--- src/rtl/calc_pkg.sv ---
// Shared definitions for the calculator arbiter slice.
// Contents:
//   OP_*      - 3-bit Calculator opcodes
//   state_e   - arbiter FSM states (IDLE / EXEC / RESP)
//   req_id_t  - requester identifier (0 or 1)
package calc_pkg;

  localparam logic [2:0] OP_AND  = 3'b000;
  localparam logic [2:0] OP_OR   = 3'b001;
  localparam logic [2:0] OP_NOT  = 3'b010;
  localparam logic [2:0] OP_XOR  = 3'b011;
  localparam logic [2:0] OP_ADD  = 3'b100;
  localparam logic [2:0] OP_SUB  = 3'b101;
  localparam logic [2:0] OP_MULT = 3'b110;
  localparam logic [2:0] OP_DIV  = 3'b111;

  typedef enum logic [1:0] {
    IDLE = 2'd0,
    EXEC = 2'd1,
    RESP = 2'd2
  } state_e;

  typedef logic req_id_t;

endpackage

--- src/rtl/calculator.sv ---
// Combinational Calculator datapath.
// Ports:
//   a, b : 4-bit operands
//   op   : 3-bit opcode (see calc_pkg OP_*)
//   out  : 8-bit result
// Divide by zero yields 0 here; callers that care must trap it themselves.
module calculator
  import calc_pkg::*;
(
  input  logic [3:0] a,
  input  logic [3:0] b,
  input  logic [2:0] op,
  output logic [7:0] out
);

  logic [4:0] sum;
  logic [4:0] diff;

  assign sum  = {1'b0, a} + {1'b0, b};
  // Bit 4 of the 5-bit difference is the borrow; it fills the upper nibble.
  assign diff = {1'b0, a} - {1'b0, b};

  always_comb begin
    out = 8'h00;
    case (op)
      OP_AND:  out = {4'h0, a & b};
      OP_OR:   out = {4'h0, a | b};
      OP_NOT:  out = {4'hF, ~a};
      OP_XOR:  out = {4'h0, a ^ b};
      OP_ADD:  out = {3'b000, sum};
      OP_SUB:  out = {{4{diff[4]}}, diff[3:0]};
      OP_MULT: out = {4'h0, a} * {4'h0, b};
      OP_DIV:  out = (b == 4'd0) ? 8'h00 : {4'h0, a / b};
      default: out = 8'h00;
    endcase
  end

endmodule

--- src/rtl/rr_arb2.sv ---
// Two-input round-robin grant, purely combinational.
// Ports:
//   valid0, valid1 : request valids
//   last_grant     : requester served most recently
//   gnt_valid      : some requester is granted
//   gnt_id         : granted requester
module rr_arb2
  import calc_pkg::*;
(
  input  logic    valid0,
  input  logic    valid1,
  input  req_id_t last_grant,
  output logic    gnt_valid,
  output req_id_t gnt_id
);

  // NOTE: every output gets a default before the branches so no latch is inferred.
  always_comb begin
    gnt_valid = valid0 | valid1;
    gnt_id    = 1'b0;
    if (valid0 && valid1) begin
      gnt_id = ~last_grant;
    end else if (valid1) begin
      gnt_id = 1'b1;
    end
  end

endmodule

--- src/rtl/calc_arbiter.sv ---
// Shares one Calculator between two requesters.
// Round-robin grant in IDLE, one EXEC cycle on latched operands, then a
// registered result held in RESP until the granted requester takes it.
// Divide by zero returns ERR_VALUE with resp_err set and bumps a saturating
// error counter.
// Ports:
//   clk, rst_n                       : clock, async active-low reset
//   reqN_valid/ready, reqN_a/b/op    : request channels (N = 0, 1)
//   respN_valid/ready                : response channels (N = 0, 1)
//   resp_data, resp_err              : shared registered result
//   busy                             : FSM not in IDLE
//   err_cnt                          : saturating divide-by-zero count
module calc_arbiter
  import calc_pkg::*;
#(
  parameter logic [7:0] ERR_VALUE = 8'hFF,
  parameter int         ERR_CNT_W = 8
) (
  input  logic                 clk,
  input  logic                 rst_n,
  input  logic                 req0_valid,
  output logic                 req0_ready,
  input  logic [3:0]           req0_a,
  input  logic [3:0]           req0_b,
  input  logic [2:0]           req0_op,
  input  logic                 req1_valid,
  output logic                 req1_ready,
  input  logic [3:0]           req1_a,
  input  logic [3:0]           req1_b,
  input  logic [2:0]           req1_op,
  output logic                 resp0_valid,
  input  logic                 resp0_ready,
  output logic                 resp1_valid,
  input  logic                 resp1_ready,
  output logic [7:0]           resp_data,
  output logic                 resp_err,
  output logic                 busy,
  output logic [ERR_CNT_W-1:0] err_cnt
);

  state_e               state_q, state_d;
  req_id_t              last_grant_q, last_grant_d;
  req_id_t              grant_id_q, grant_id_d;
  logic [3:0]           a_q, a_d;
  logic [3:0]           b_q, b_d;
  logic [2:0]           op_q, op_d;
  logic [7:0]           resp_data_q, resp_data_d;
  logic                 resp_err_q, resp_err_d;
  logic [ERR_CNT_W-1:0] err_cnt_q, err_cnt_d;

  logic    gnt_valid;
  req_id_t gnt_id;
  logic    resp_taken;
  logic    div_by_zero;
  logic [7:0] calc_out;

  rr_arb2 u_arb (
    .valid0     (req0_valid),
    .valid1     (req1_valid),
    .last_grant (last_grant_q),
    .gnt_valid  (gnt_valid),
    .gnt_id     (gnt_id)
  );

  calculator u_calc (
    .a   (a_q),
    .b   (b_q),
    .op  (op_q),
    .out (calc_out)
  );

  assign div_by_zero = (op_q == OP_DIV) && (b_q == 4'd0);
  assign resp_taken  = grant_id_q ? resp1_ready : resp0_ready;

  always_comb begin
    state_d      = state_q;
    last_grant_d = last_grant_q;
    grant_id_d   = grant_id_q;
    a_d          = a_q;
    b_d          = b_q;
    op_d         = op_q;
    resp_data_d  = resp_data_q;
    resp_err_d   = resp_err_q;
    err_cnt_d    = err_cnt_q;
    req0_ready   = 1'b0;
    req1_ready   = 1'b0;
    resp0_valid  = 1'b0;
    resp1_valid  = 1'b0;

    case (state_q)
      IDLE: begin
        // Ready is combinational from valid, so gate it with rst_n to keep it
        // low while reset is held.
        req0_ready = rst_n && gnt_valid && (gnt_id == 1'b0);
        req1_ready = rst_n && gnt_valid && (gnt_id == 1'b1);
        if (gnt_valid) begin
          grant_id_d = gnt_id;
          a_d        = gnt_id ? req1_a  : req0_a;
          b_d        = gnt_id ? req1_b  : req0_b;
          op_d       = gnt_id ? req1_op : req0_op;
          state_d    = EXEC;
        end
      end
      EXEC: begin
        if (div_by_zero) begin
          resp_data_d = ERR_VALUE;
          resp_err_d  = 1'b1;
          if (err_cnt_q != {ERR_CNT_W{1'b1}}) begin
            err_cnt_d = err_cnt_q + ERR_CNT_W'(1);
          end
        end else begin
          resp_data_d = calc_out;
          resp_err_d  = 1'b0;
        end
        state_d = RESP;
      end
      RESP: begin
        resp0_valid = (grant_id_q == 1'b0);
        resp1_valid = (grant_id_q == 1'b1);
        if (resp_taken) begin
          last_grant_d = grant_id_q;
          state_d      = IDLE;
        end
      end
      default: state_d = IDLE;
    endcase
  end

  // NOTE: sequential state uses non-blocking assignments only.
  // NOTE: the operand registers are few flops, not a memory, so they are reset too.
  always_ff @(posedge clk or negedge rst_n) begin
    if (!rst_n) begin
      state_q      <= IDLE;
      last_grant_q <= 1'b1;
      grant_id_q   <= 1'b0;
      a_q          <= '0;
      b_q          <= '0;
      op_q         <= '0;
      resp_data_q  <= '0;
      resp_err_q   <= 1'b0;
      err_cnt_q    <= '0;
    end else begin
      state_q      <= state_d;
      last_grant_q <= last_grant_d;
      grant_id_q   <= grant_id_d;
      a_q          <= a_d;
      b_q          <= b_d;
      op_q         <= op_d;
      resp_data_q  <= resp_data_d;
      resp_err_q   <= resp_err_d;
      err_cnt_q    <= err_cnt_d;
    end
  end

  assign resp_data = resp_data_q;
  assign resp_err  = resp_err_q;
  assign err_cnt   = err_cnt_q;
  assign busy      = (state_q != IDLE);

endmodule

--- config.mk ---
export PLATFORM = sky130hd
export DESIGN_NAME = calc_arbiter
export DESIGN_NICKNAME = d
export VERILOG_FILES = /design/src/rtl/calc_pkg.sv /design/src/rtl/calculator.sv /design/src/rtl/rr_arb2.sv /design/src/rtl/calc_arbiter.sv
export SDC_FILE = /design/constraint.sdc
export NUM_CORES = 1
export LEC_CHECK = 0
export BUFFER_PORTS_ARGS = -buffer_cell sky130_fd_sc_hd__buf_4
export CORE_AREA = 10 10 68 126
export DETAILED_ROUTE_END_ITERATION = 10
export DIE_AREA = 0 0 78 136
export GPL_TIMING_DRIVEN = 0
export PLACE_DENSITY = 0.67
export SYNTH_ARGS = -nofsm -noshare
export SYNTH_HDL_FRONTEND = slang
export SYNTH_SLANG_ARGS = --single-unit
--- constraint.sdc ---
create_clock -name clk -period 6.2 [get_ports clk]
set_input_delay 0.31 -clock clk [delete_from_list [all_inputs] [get_ports clk]]
set_output_delay 0.31 -clock clk [all_outputs]
set_load 0.005 [all_outputs]
==> results by group, run 1 <==
Critical path
  – Worst Path Arrival: a little under 6000 ps
  – Crit Path Class: reg2reg
  – CP peak stage delay: around 800 ps
  – Worst Path Required: approximately 6300 ps
  – Delay-heaviest family, CP: compound AO/OA/AOI/OAI gates
  – CP max-delay cell: a2111oi_0
  – Critical-path cell list: inv_1 -> ha_1 -> or4b_1 -> a22oi_2 -> ha_1 -> o21a_1 -> o211ai_1 -> o21ai_0 -> ha_1 -> o21a_1 -> o21ai_0 -> a21oi_1 -> mux2_1 -> ha_1 -> o21ai_0 -> a21oi_1 -> a2111oi_0 -> o21ai_0
  – Worst setup SP type: register
  – CP Max Fanout: 10
  – CP Capture Type: register
  – Buf/Inv on CP: 1

Cells and area
  – Layout Cells excl Fill: ~460
  – Final net count: roughly 450
  – Ant diodes: 0
  – Leading cell type in the layout, fill and taps excluded: buf_4
  – Share of post-route cells with drive strength above 1: about a fifth
  – Synth-to-layout area growth: 21.8%
  – Layout fillers: between 600 and 700
  – Commonest non-fill, non-tap cells in the layout: buf_4 (49), nor2_1 (40), ha_1 (38), dfrtp_1 (31), a21oi_1 (30)
  – Design Area, Final: between 3000 and 4000 um2

Synthesis
  – Net Count, Synth: between 300 and 400
  – Post-synthesis mux area share: about 6.2%
  – Syn Std Cell Area: between 2000 and 3000 um2
  – Synth Area per Inst: ~8.9 um2
  – Ys Warns: 0
  – Synth Flop Type: dfrtp_1
  – Yosys cell types: 53
  – Post-Synth Simple-Gate Area: between 10% and 20%
  – Asr flop ratio synth: between 90% and 100%
  – Post-synthesis sequential area ratio: around 28%
  – XOR/XNOR Fraction of Synth Area: around 4.3%
  – Area share of fa/ha/maj cells after synthesis: about a fifth
  – EDFF count, synth: 0
  – Largest family of logic cells by synthesized area: adder cells
  – Compound-Gate Fraction of Synth Area: between 10% and 20%
  – Synth Instances: around 320
  – FF+latch count, synth: 32

Clock tree
  – Cts bufs inserted: 5
  – Clock tree buffer depth: 2
  – CTS sink count: 32
  – CTS clock-pin slew for the worst setup and hold paths: 50 ps
  – Worst-Skew Late Latency: roughly 280 ps
  – CTS root buffer: clkbuf_16
  – H-Tree Depth: 2
  – TritonCTS clock tree: done

Detailed routing
  – Detail Route Antenna Nets: 0
  – Drt pass-1 iters: 4
  – WL per Instance: 17.3 um
  – # DRC: 0
  – Vias: approximately 2600
  – DRT iter0 DRCs: approximately 110
  – Detail-routed via count per cell: 5.59
  – DRT Wirelength: around 8000 um

Floorplanning
  – Core area: 6570 um2
  – I/O Pins: 50
  – Initial Util: between 40% and 50%
  – Die area: 10600 um2
  – Die Span Y: 136 um
  – Die width: 78 um
  – # rows: between 40 and 50

Placed design
  – Port Buffers: approximately 50
  – Post-Place Cell Area: between 3000 and 4000 um2
  – Detailed Place HPWL: roughly 6500 um
  – Placed Cells incl. Taps: around 460
  – Final Wtd Congestion: 0.860

Power and ir drop
  – Power Total: 2.24 mW
  – VDD IR max: about 320 uV
  – Leakage: 1.72 nW
  – Pwr dens: around 650 nW/um2

Timing
  – Final Max Slew Viols: 0
  – F_max: 0.175 GHz
  – Crit path time final: approximately 5700 ps
  – Final hold slack: roughly 300 ps
  – Final Hold Violating Endpoints: 0
  – Setup TNS: 0 ps
  – Slew HR: around 31%
  – RSZ-0062 raised after global routing: no
  – Period Utilization, post-route: approximately 92%
  – Clock Skews: about 4.7 ps
  – Worst-Margin Slew: just over 1000 ps
  – Setup-failing EPs final: 0

GRT
  – Total gr overflow: 0
  – Global-route wire length before repair: roughly 13000 um
  – Initial antenna violation count: 0
  – Vias in the first global route: approximately 2700
  – Pin count of the biggest net entering global routing: 35
  – GRT Overall Usage: between 10% and 20%

Run
  – Max Cap Viol: 0

Worst hold path
  – Hold Crit Class: in2reg

Outcome
  – Outcome: complete, no violations
==> where the power goes <==
group / internal [mW] / leakage (nW) / switching (mW)
Clock: 0.146 / 0.0667 / 0.0873
Sequential: 0.285 / 0.393 / 0.117
Combinational: 0.713 / 1.26 / 0.893
==> metrics by stage <==
| stage | util (%) | worst slack (ps) |
|---|---|---|
| floorplan | - | 1890 |
| global placement | 50.6 | 709 |
| detailed placement | 50.6 | 527 |
| CTS | 52.8 | 518 |
| global route | 52.8 | 135 |
| finish | 52.8 | 475 |
==> worst min-delay path, cell delays in order <==
cell and delay [ps]:
buf_4 80, a21oi_1 50, nor2_1 100
==> cells by family after synthesis <==
group,Yosys count
and+or+nand+nor,92
AOI/OAI and AO/OA,83
adders and majority gates,44
buffers and inverters,37
DFF,32
muxes,17
xor gates and xnor gates,14
==> path summary, 6_finish.rpt <==
check | endpoint | start | cells after the start | slack, ps
min | last_grant_q | resp1_ready | 3 | 300
min in group asynchronous | b_q[0] | rst_n | 2 | 510
max | resp_data[0] | b_q[0] | 18 | 480
min reg2reg | resp_err | resp_err | 2 | 480
max reg2reg | resp_data[0] | b_q[0] | 18 | 480
max in group asynchronous | last_grant_q | rst_n | 2 | 5360
==> state kept, by name (all words and copies together), names as in the netlist <==
| name | count |
|---|---|
| last_grant_q | 1 |
| state_q | 2 |
| b_q | 4 |
| a_q | 4 |
| op_q | 3 |
| err_cnt | 8 |
| resp_data | 8 |
| grant_id_q | 1 |
| resp_err | 1 |
==> repair_timing <==
item | 4_1_cts | 5_1_grt
hold buffers | 1 | 0
hold endpoints to repair | 31 | 0
buffers inserted | 0 | 0
setup endpoints to repair | 0 | 0
gates resized for setup | 0 | 0
==> synthesized netlist by cell type, drive strengths merged (2+ instances only) <==
cell type	number	share of area [%]
o21a	3	0.79
mux2	5	2.0
nor3	5	0.88
nor2	40	5.3
a21oi	30	5.3
nand2	18	2.4
nand3	5	1.1
o211ai	2	0.53
xor2	3	0.92
nand4	2	0.44
a22oi	2	0.70
and2b	2	0.53
dfrtp	31	27
a31oi	5	1.1
a21boi	2	0.53
a211oi	3	0.79
nor2b	3	0.66
a2111oi	2	0.62
nand2b	6	1.3
buf	8	1.6
xnor2	11	3.4
o31ai	2	0.70
and3	6	1.3
a32oi	2	0.62
ha	38	17
fa	6	4.2
mux2i	12	4.2
clkbuf	3	0.40
a221o	2	0.70
o21bai	3	0.79
inv	26	3.4
o21ai	16	2.8
==> final cells by class <==
| type | count | area, um2 | share of cell area [%] |
|---|---|---|---|
| Tap cell | 88 | 110 | 3.17 |
| Buffer | 11 | 57.6 | 1.66 |
| Inverter | 26 | 97.6 | 2.81 |
| Timing Repair Buffer | 50 | 378 | 10.9 |
| Clock inverter | 1 | 5.00 | 0.144 |
| Multi-Input combinational cell | 250 | 1890 | 54.5 |
| Sequential cell | 32 | 802 | 23.1 |
| Clock buffer | 6 | 129 | 3.71 |
==> metal layers <==
layer / routed length (um) / up-vias / part of all wire, % / track usage, %
met5: 0 / - / 0 / 0
met4: 376 / 0 / 4.7 / 9.62
met3: 316 / 25 / 3.9 / 2.98
met2: 4490 / 76 / 56 / 29.5
met1: 2860 / 1258 / 36 / 14.6
li1: - / 1235 / - / -
No activity file was read; power rests on OpenSTA's default activity.
==> run 2, diff against run 1 <==
--- a/config.mk
+++ b/config.mk
@@ -7,10 +7,11 @@
 export LEC_CHECK = 0
 export BUFFER_PORTS_ARGS = -buffer_cell sky130_fd_sc_hd__buf_4
 export CORE_AREA = 10 10 68 126
+export CTS_BUF_LIST = sky130_fd_sc_hd__clkbuf_8
 export DETAILED_ROUTE_END_ITERATION = 10
 export DIE_AREA = 0 0 78 136
 export GPL_TIMING_DRIVEN = 0
-export PLACE_DENSITY = 0.67
+export PLACE_DENSITY_LB_ADDON = 0.3
 export SYNTH_ARGS = -nofsm -noshare
 export SYNTH_HDL_FRONTEND = slang
 export SYNTH_SLANG_ARGS = --single-unit
==> run 2 against run 1 <==
Compared with the run above: cell count is 0.22% higher; core utilization is 0.51 points lower; fmax rose by 15%; clock skew rose by 6.7 ps; power shrank 3.0%; worst hold slack got worse by 24 ps; non-clock buffer count stayed put; combinational power barely moved; wire length grew 0.25%; clock-buffer cell count is 1 higher; sequential cell count did not move; global-route usage hardly changed.
==> results by group, run 2 (synthesis results as in run 1) <==
Outcome
  – Outcome: complete, no violations

Floorplanning
  – Initial Util: 43.4% (unchanged)
  – Die area: 10600 um2 (unchanged)
  – Core area: 6570 um2 (unchanged)
  – Die Span Y: 136 um (unchanged)
  – Die width: 78 um (unchanged)
  – I/O Pins: 50 (unchanged)
  – # rows: 42 (unchanged)

Detailed routing
  – WL per Instance: 17.3 um (about the same)
  – # DRC: 0 (unchanged)
  – DRT iter0 DRCs: 121 (+15%)
  – Detail Route Antenna Nets: 0 (unchanged)
  – Vias: 2555 (-1.5%)
  – Detail-routed via count per cell: 5.49 (-1.7%)
  – DRT Wirelength: 8060 um (+0.25%)
  – Drt pass-1 iters: 4 (unchanged)

Critical path
  – Reg-to-Reg End: resp_data[0]
  – Worst setup SP type: register
  – Worst Setup SP: b_q[0]
  – Crit Path Class: reg2reg
  – Worst Path Required: 6350 ps (+20 ps)
  – R2R Setup Slk: 1210 ps (+740 ps)
  – Worst Path Arrival: 5140 ps (-710 ps)
  – Worst Reg2Reg Path Length in Cells: 18 (unchanged)
  – Worst r2r src: b_q[0]
  – CP Capture Type: register
  – CP Max Fanout: 10 (unchanged)

Clock tree
  – Cts-stage hold buffer count: 1 (unchanged)
  – TritonCTS clock tree: done
  – Worst-Skew Late Latency: 300 ps (+20 ps)
  – Cts bufs inserted: 5 (unchanged)
  – Setup Fix Bufs, Post-CTS: 0 (unchanged)
  – # resized after CTS: 0 (unchanged)
  – CTS clock-pin slew for the worst setup and hold paths: 60 ps (about the same)
  – Clock tree buffer depth: 2 (unchanged)
  – H-Tree Depth: 2 (unchanged)
  – CTS sink count: 32 (unchanged)
  – CTS root buffer: clkbuf_8

GRT
  – Vias in the first global route: 2772 (+1.9%)
  – Pin count of the biggest net entering global routing: 35 (unchanged)
  – GRT Overall Usage: 15.5% (-0.044 points)
  – Total gr overflow: 0 (unchanged)
  – Initial antenna violation count: 0 (unchanged)
  – Global-route wire length before repair: 13100 um (-0.43%)

Power and ir drop
  – Leakage: 1.71 nW (-0.64%)
  – Pwr dens: 633 nW/um2 (-2.1%)
  – VDD IR max: 428 uV (+35%)

Timing
  – Period Utilization, post-route: 80.5% (-12 points)
  – Worst-Margin Slew: 635 ps (-374 ps)
  – Clock Skews: 11.4 ps (+6.71 ps)
  – Final Max Slew Viols: 0 (unchanged)
  – Crit path time final: 4990 ps (-736 ps)
  – RSZ-0062 raised after global routing: no
  – Slew HR: 57.6% (+27 points)
  – Setup TNS: 0 ps (unchanged)
  – Setup-failing EPs final: 0 (unchanged)
  – F_max: 0.200 GHz (+15%)
  – Final Hold Violating Endpoints: 0 (unchanged)

Cells and area
  – Share of post-route cells with drive strength above 1: 19.9% (+0.21 points)
  – Design Area, Final: 3440 um2 (-0.97%)
  – Synth-to-layout area growth: 20.7%
  – Leading cell type in the layout, fill and taps excluded: buf_4
  – Commonest non-fill, non-tap cells in the layout: buf_4 (49), nor2_1 (40), ha_1 (38), dfrtp_1 (31), a21oi_1 (30)
  – Ant diodes: 0 (unchanged)
  – Final net count: 448 (unchanged)

Worst hold path
  – Hold Crit Class: in2reg
  – Worst Hold End: last_grant_q
  – HP Start: resp1_ready
  – Hold Path Cell Cnt: 3 (unchanged)

Placed design
  – Port Buffers: 49 (unchanged)
  – Final Wtd Congestion: 0.919 (+6.8%)
  – Post-Place Cell Area: 3330 um2 (unchanged)
  – Detailed Place HPWL: 6620 um (+2.3%)

Run
  – Max Cap Viol: 0 (unchanged)
run 2: routing by layer:
metal  wire [um]  vias up  part of all wire, %  global-route usage, %
met5           0        -                    0                      0
met4         528        0                  6.5                   12.3
met3         278       33                  3.4                   2.25
met2        4510       72                   56                   29.6
met1        2750     1213                   34                   13.8
li1            -     1237                    -                      -
run 2: cell type report:
class,count,area [um2]
buffer,11,57.6
clock buffer,7,96.3
clock inverter,1,3.75
fill,625,3130
inverter,26,97.6
multi-input combinational,250,1890
sequential,32,802
tap,88,110
timing repair buffer,50,378
run 2: how the worst max path moves through the flow:
stage	cells past startpoint	end
finish	18	resp_data[0]
detailed placement	18	resp_data[0]
global placement	18	resp_data[0]
CTS	18	resp_data[0]
floorplan	18	resp_data[0]
global route	20	resp_data[0]
run 2: where the power goes:
group	leakage (nW)	switching, mW	internal, mW
Combinational	1.26	0.892	0.706
Sequential	0.393	0.115	0.285
Clock	0.0557	0.0772	0.0995
run 2: stage by stage:
step           instances  hold slack (ps)  util, %  worst slack [ps]  total power [mW]
2_1_floorplan        319             14.4        -              1890              1.55
3_3_place_gp         456              272     50.6              1350              1.96
3_5_place_dp         456              278     50.6              1250              2.00
4_1_cts              465              278     52.3              1230              2.18
5_1_grt              465              326     52.3               783              2.41
6_report             465              276     52.3              1210              2.17
run 2: worst max-delay path: stages, from the launching register on:
cell	delay (ps)
dfrtp_1	550
inv_1	250
ha_1	200
or4b_1	460
a22oi_2	170
ha_1	270
o21a_1	130
o211ai_1	370
o21ai_0	200
ha_1	350
o21a_1	150
o21ai_0	90
a21oi_1	380
mux2_1	370
ha_1	260
o21ai_0	150
a21oi_1	60
a2111oi_0	290
o21ai_0	130
==> run 3, diff against run 2 <==
==> constraint.sdc (replaced) <==
create_clock -name clk -period 4.3 [get_ports clk]
set_input_delay 0.215 -clock clk [delete_from_list [all_inputs] [get_ports clk]]
set_output_delay 0.215 -clock clk [all_outputs]
set_load 0.005 [all_outputs]
==> run 3 against run 2 <==
Compared with the run above: core utilization increased by 3.2 points; first-iteration DRC count decreased by 9.1%; sequential share of layout area decreased by 1.3 points; via count increased by 3.9%; worst hold slack got worse by 85 ps; clock power increased by 30%; sequential cell count unchanged; non-clock buffer count increased by 14; clock-buffer cell count decreased by 1; cell count increased by 3.0%; die area unchanged; wire length increased by 2.4%; largest power group unchanged.
==> results by group, run 3 (synthesis results as in run 1) <==
Cells and area
  – Final net count: 462 (+3.1%)
  – Leading cell type in the layout, fill and taps excluded: buf_4
  – Share of post-route cells with drive strength above 1: 26.3% (+6.4 points)
  – Ant diodes: 0 (unchanged)
  – Layout fillers: 644 (+3.0%)
  – Commonest non-fill, non-tap cells in the layout: buf_4 (62), nor2_1 (40), ha_1 (35), dfrtp_1 (29), a21oi_1 (28)
  – Synth-to-layout area growth: 27.9%

Clock tree
  – Clock tree buffer depth: 2 (unchanged)
  – CTS clock-pin slew for the worst setup and hold paths: 60 ps (about the same)
  – Worst-Skew Late Latency: 280 ps (-20 ps)
  – H-Tree Depth: 2 (unchanged)
  – TritonCTS clock tree: done
  – CTS sink count: 32 (unchanged)
  – CTS root buffer: clkbuf_8
  – Cts bufs inserted: 5 (unchanged)

Timing
  – Final Hold Violating Endpoints: 0 (unchanged)
  – PnR worst setup slack: 136 ps (-1080 ps)
  – Final hold slack: 190 ps (-85.4 ps)
  – Period Utilization, post-route: 96.8% (+16 points)
  – Worst-Margin Slew: 583 ps (-52.3 ps)
  – Clock Skews: 3.30 ps (-8.14 ps)
  – F_max: 0.240 GHz (+20%)
  – RSZ-0062 raised after global routing: yes
  – Final Max Slew Viols: 0 (unchanged)
  – Setup-failing EPs final: 0 (unchanged)
  – Crit path time final: 4160 ps (-824 ps)
  – Slew HR: 61.1% (+3.5 points)

Placed design
  – Port Buffers: 49 (unchanged)
  – Detailed Place HPWL: 6550 um (-1.1%)
  – Worst slack at placement: -942 ps (-2190 ps)
  – Final Wtd Congestion: 0.938 (+2.0%)

Critical path
  – Worst setup SP type: register
  – Worst Path Required: 4450 ps (-1900 ps)
  – CP Max Fanout: 5 (-5)
  – Crit Path Class: reg2reg
  – Worst Path Arrival: 4310 ps (-830 ps)
  – R2R Setup Slk: 140 ps (-1080 ps)
  – CP Capture Type: register

Floorplanning
  – # rows: 42 (unchanged)
  – Die Span Y: 136 um (unchanged)
  – I/O Pins: 50 (unchanged)
  – Initial Util: 43.4% (unchanged)
  – Core area: 6570 um2 (unchanged)
  – Die width: 78 um (unchanged)
  – Die area: 10600 um2 (unchanged)

GRT
  – Global-route wire length before repair: 13600 um (+3.7%)
  – Total gr overflow: 0 (unchanged)
  – Vias in the first global route: 2881 (+3.9%)
  – Pin count of the biggest net entering global routing: 35 (unchanged)
  – Initial antenna violation count: 0 (unchanged)
  – GRT Overall Usage: 15.9% (+0.44 points)

Power and ir drop
  – VDD IR max: 431 uV (+0.79%)
  – Combinational share of power: 76.9% (+3.4 points)
  – Sw Share: 48.9% (-0.97 points)
  – Psw: 1.70 mW (+57%)
  – Leakage: 1.79 nW (+4.7%)
  – Sequential Power Share: 16.5% (-1.9 points)
  – Internal: 1.77 mW (+63%)
  – Pwr dens: 953 nW/um2 (+51%)
  – Clk network pwr share: 6.6% (-1.5 points)

Run
  – Max Cap Viol: 0 (unchanged)

Detailed routing
  – Detail-routed via count per cell: 5.54 (+0.88%)
  – DRT iter0 DRCs: 110 (-9.1%)
  – Drt pass-1 iters: 4 (unchanged)
  – DRT Wirelength: 8260 um (+2.4%)
  – Detail Route Antenna Nets: 0 (unchanged)
  – # DRC: 0 (unchanged)
  – WL per Instance: 17.2 um (-0.62%)
  – Vias: 2655 (+3.9%)

Worst hold path
  – Hold Crit Class: in2reg

Outcome
  – Outcome: complete, no violations
run 3: changes by cell type in the layout (fill, tap and decap cells not counted), sizes merged:
cell and change:
buf +14, clkbuf -1, inv +1
run 3: area by class of cell:
class | count | area, um2 | share of cell area, %
sequential | 32 | 805 | 22.1
buffer | 11 | 57.6 | 1.58
tap | 88 | 110 | 3.02
inverter | 26 | 100 | 2.75
multi-input combinational | 250 | 1990 | 54.7
clock buffer | 6 | 82.6 | 2.27
timing repair buffer | 64 | 487 | 13.4
clock inverter | 2 | 7.51 | 0.206
run 3: layer usage:
layer / up-vias / global-route usage [%] / share of wire, %
met4: 0 / 11.5 / 5.9
met1: 1264 / 14.2 / 35
li1: 1270 / - / -
met3: 35 / 2.31 / 3.5
met2: 86 / 30.9 / 55
met5: - / 0 / 0
run 3: timing repair:
item                                    4_1_cts  5_1_grt
setup buffers                                12        2
resized for setup                            22        6
hold buffers                                  1        0
pin swaps                                     9       11
endpoints found under the setup margin        1        1
hold endpoints to repair                     31        0
run 3: worst max-delay path, cell delays in order (launching register included):
cell and delay (ps):
dfrtp_2 450, inv_4 70, ha_4 120, or4b_4 450
a22oi_2 170, ha_1 270, o21a_1 140, o211ai_1 220
buf_4 170, nand2_2 70, o21ai_4 110, ha_4 220
o21a_1 130, o21ai_2 160, a21oi_4 100, nor2_1 110
a21oi_1 60, ha_1 280, a21boi_1 130, o21ai_1 180
a21oi_2 90, a2111oi_4 220, o21ai_1 100
run 3: final timing paths:
| check | start | endpoint | depth (start not counted) |
|---|---|---|---|
| hold / removal | resp1_ready | last_grant_q | 3 |
| max in group asynchronous | rst_n | a_q[3] | 2 |
| setup reg to reg | b_q[0] | resp_data[0] | 22 |
| min in group asynchronous | rst_n | b_q[0] | 2 |
| hold reg to reg | resp_err | resp_err | 2 |
| setup / recovery | b_q[0] | resp_data[0] | 22 |
run 3: power by group through the flow:
stage                     combinational [mW]  clock (mW)  sequential (mW)
after detailed placement                2.33           0            0.582
after global routing                    3.00       0.246            0.584
after CTS                               2.58       0.237            0.569
after global placement                  2.27           0            0.579
after floorplan                         1.72           0            0.528
final                                   2.67       0.230            0.571
run 3: stage by stage:
stage	instances	TNS (ps)	area [um2]	utilization [%]	power, mW
after global routing	479	-45.4	3640	55.5	3.83
after global placement	456	-831	3330	50.7	2.85
final	479	0	3640	55.5	3.47
after detailed placement	456	-942	3330	50.7	2.91
after floorplan	319	0	2850	-	2.25
after CTS	477	-82.4	3590	54.7	3.39
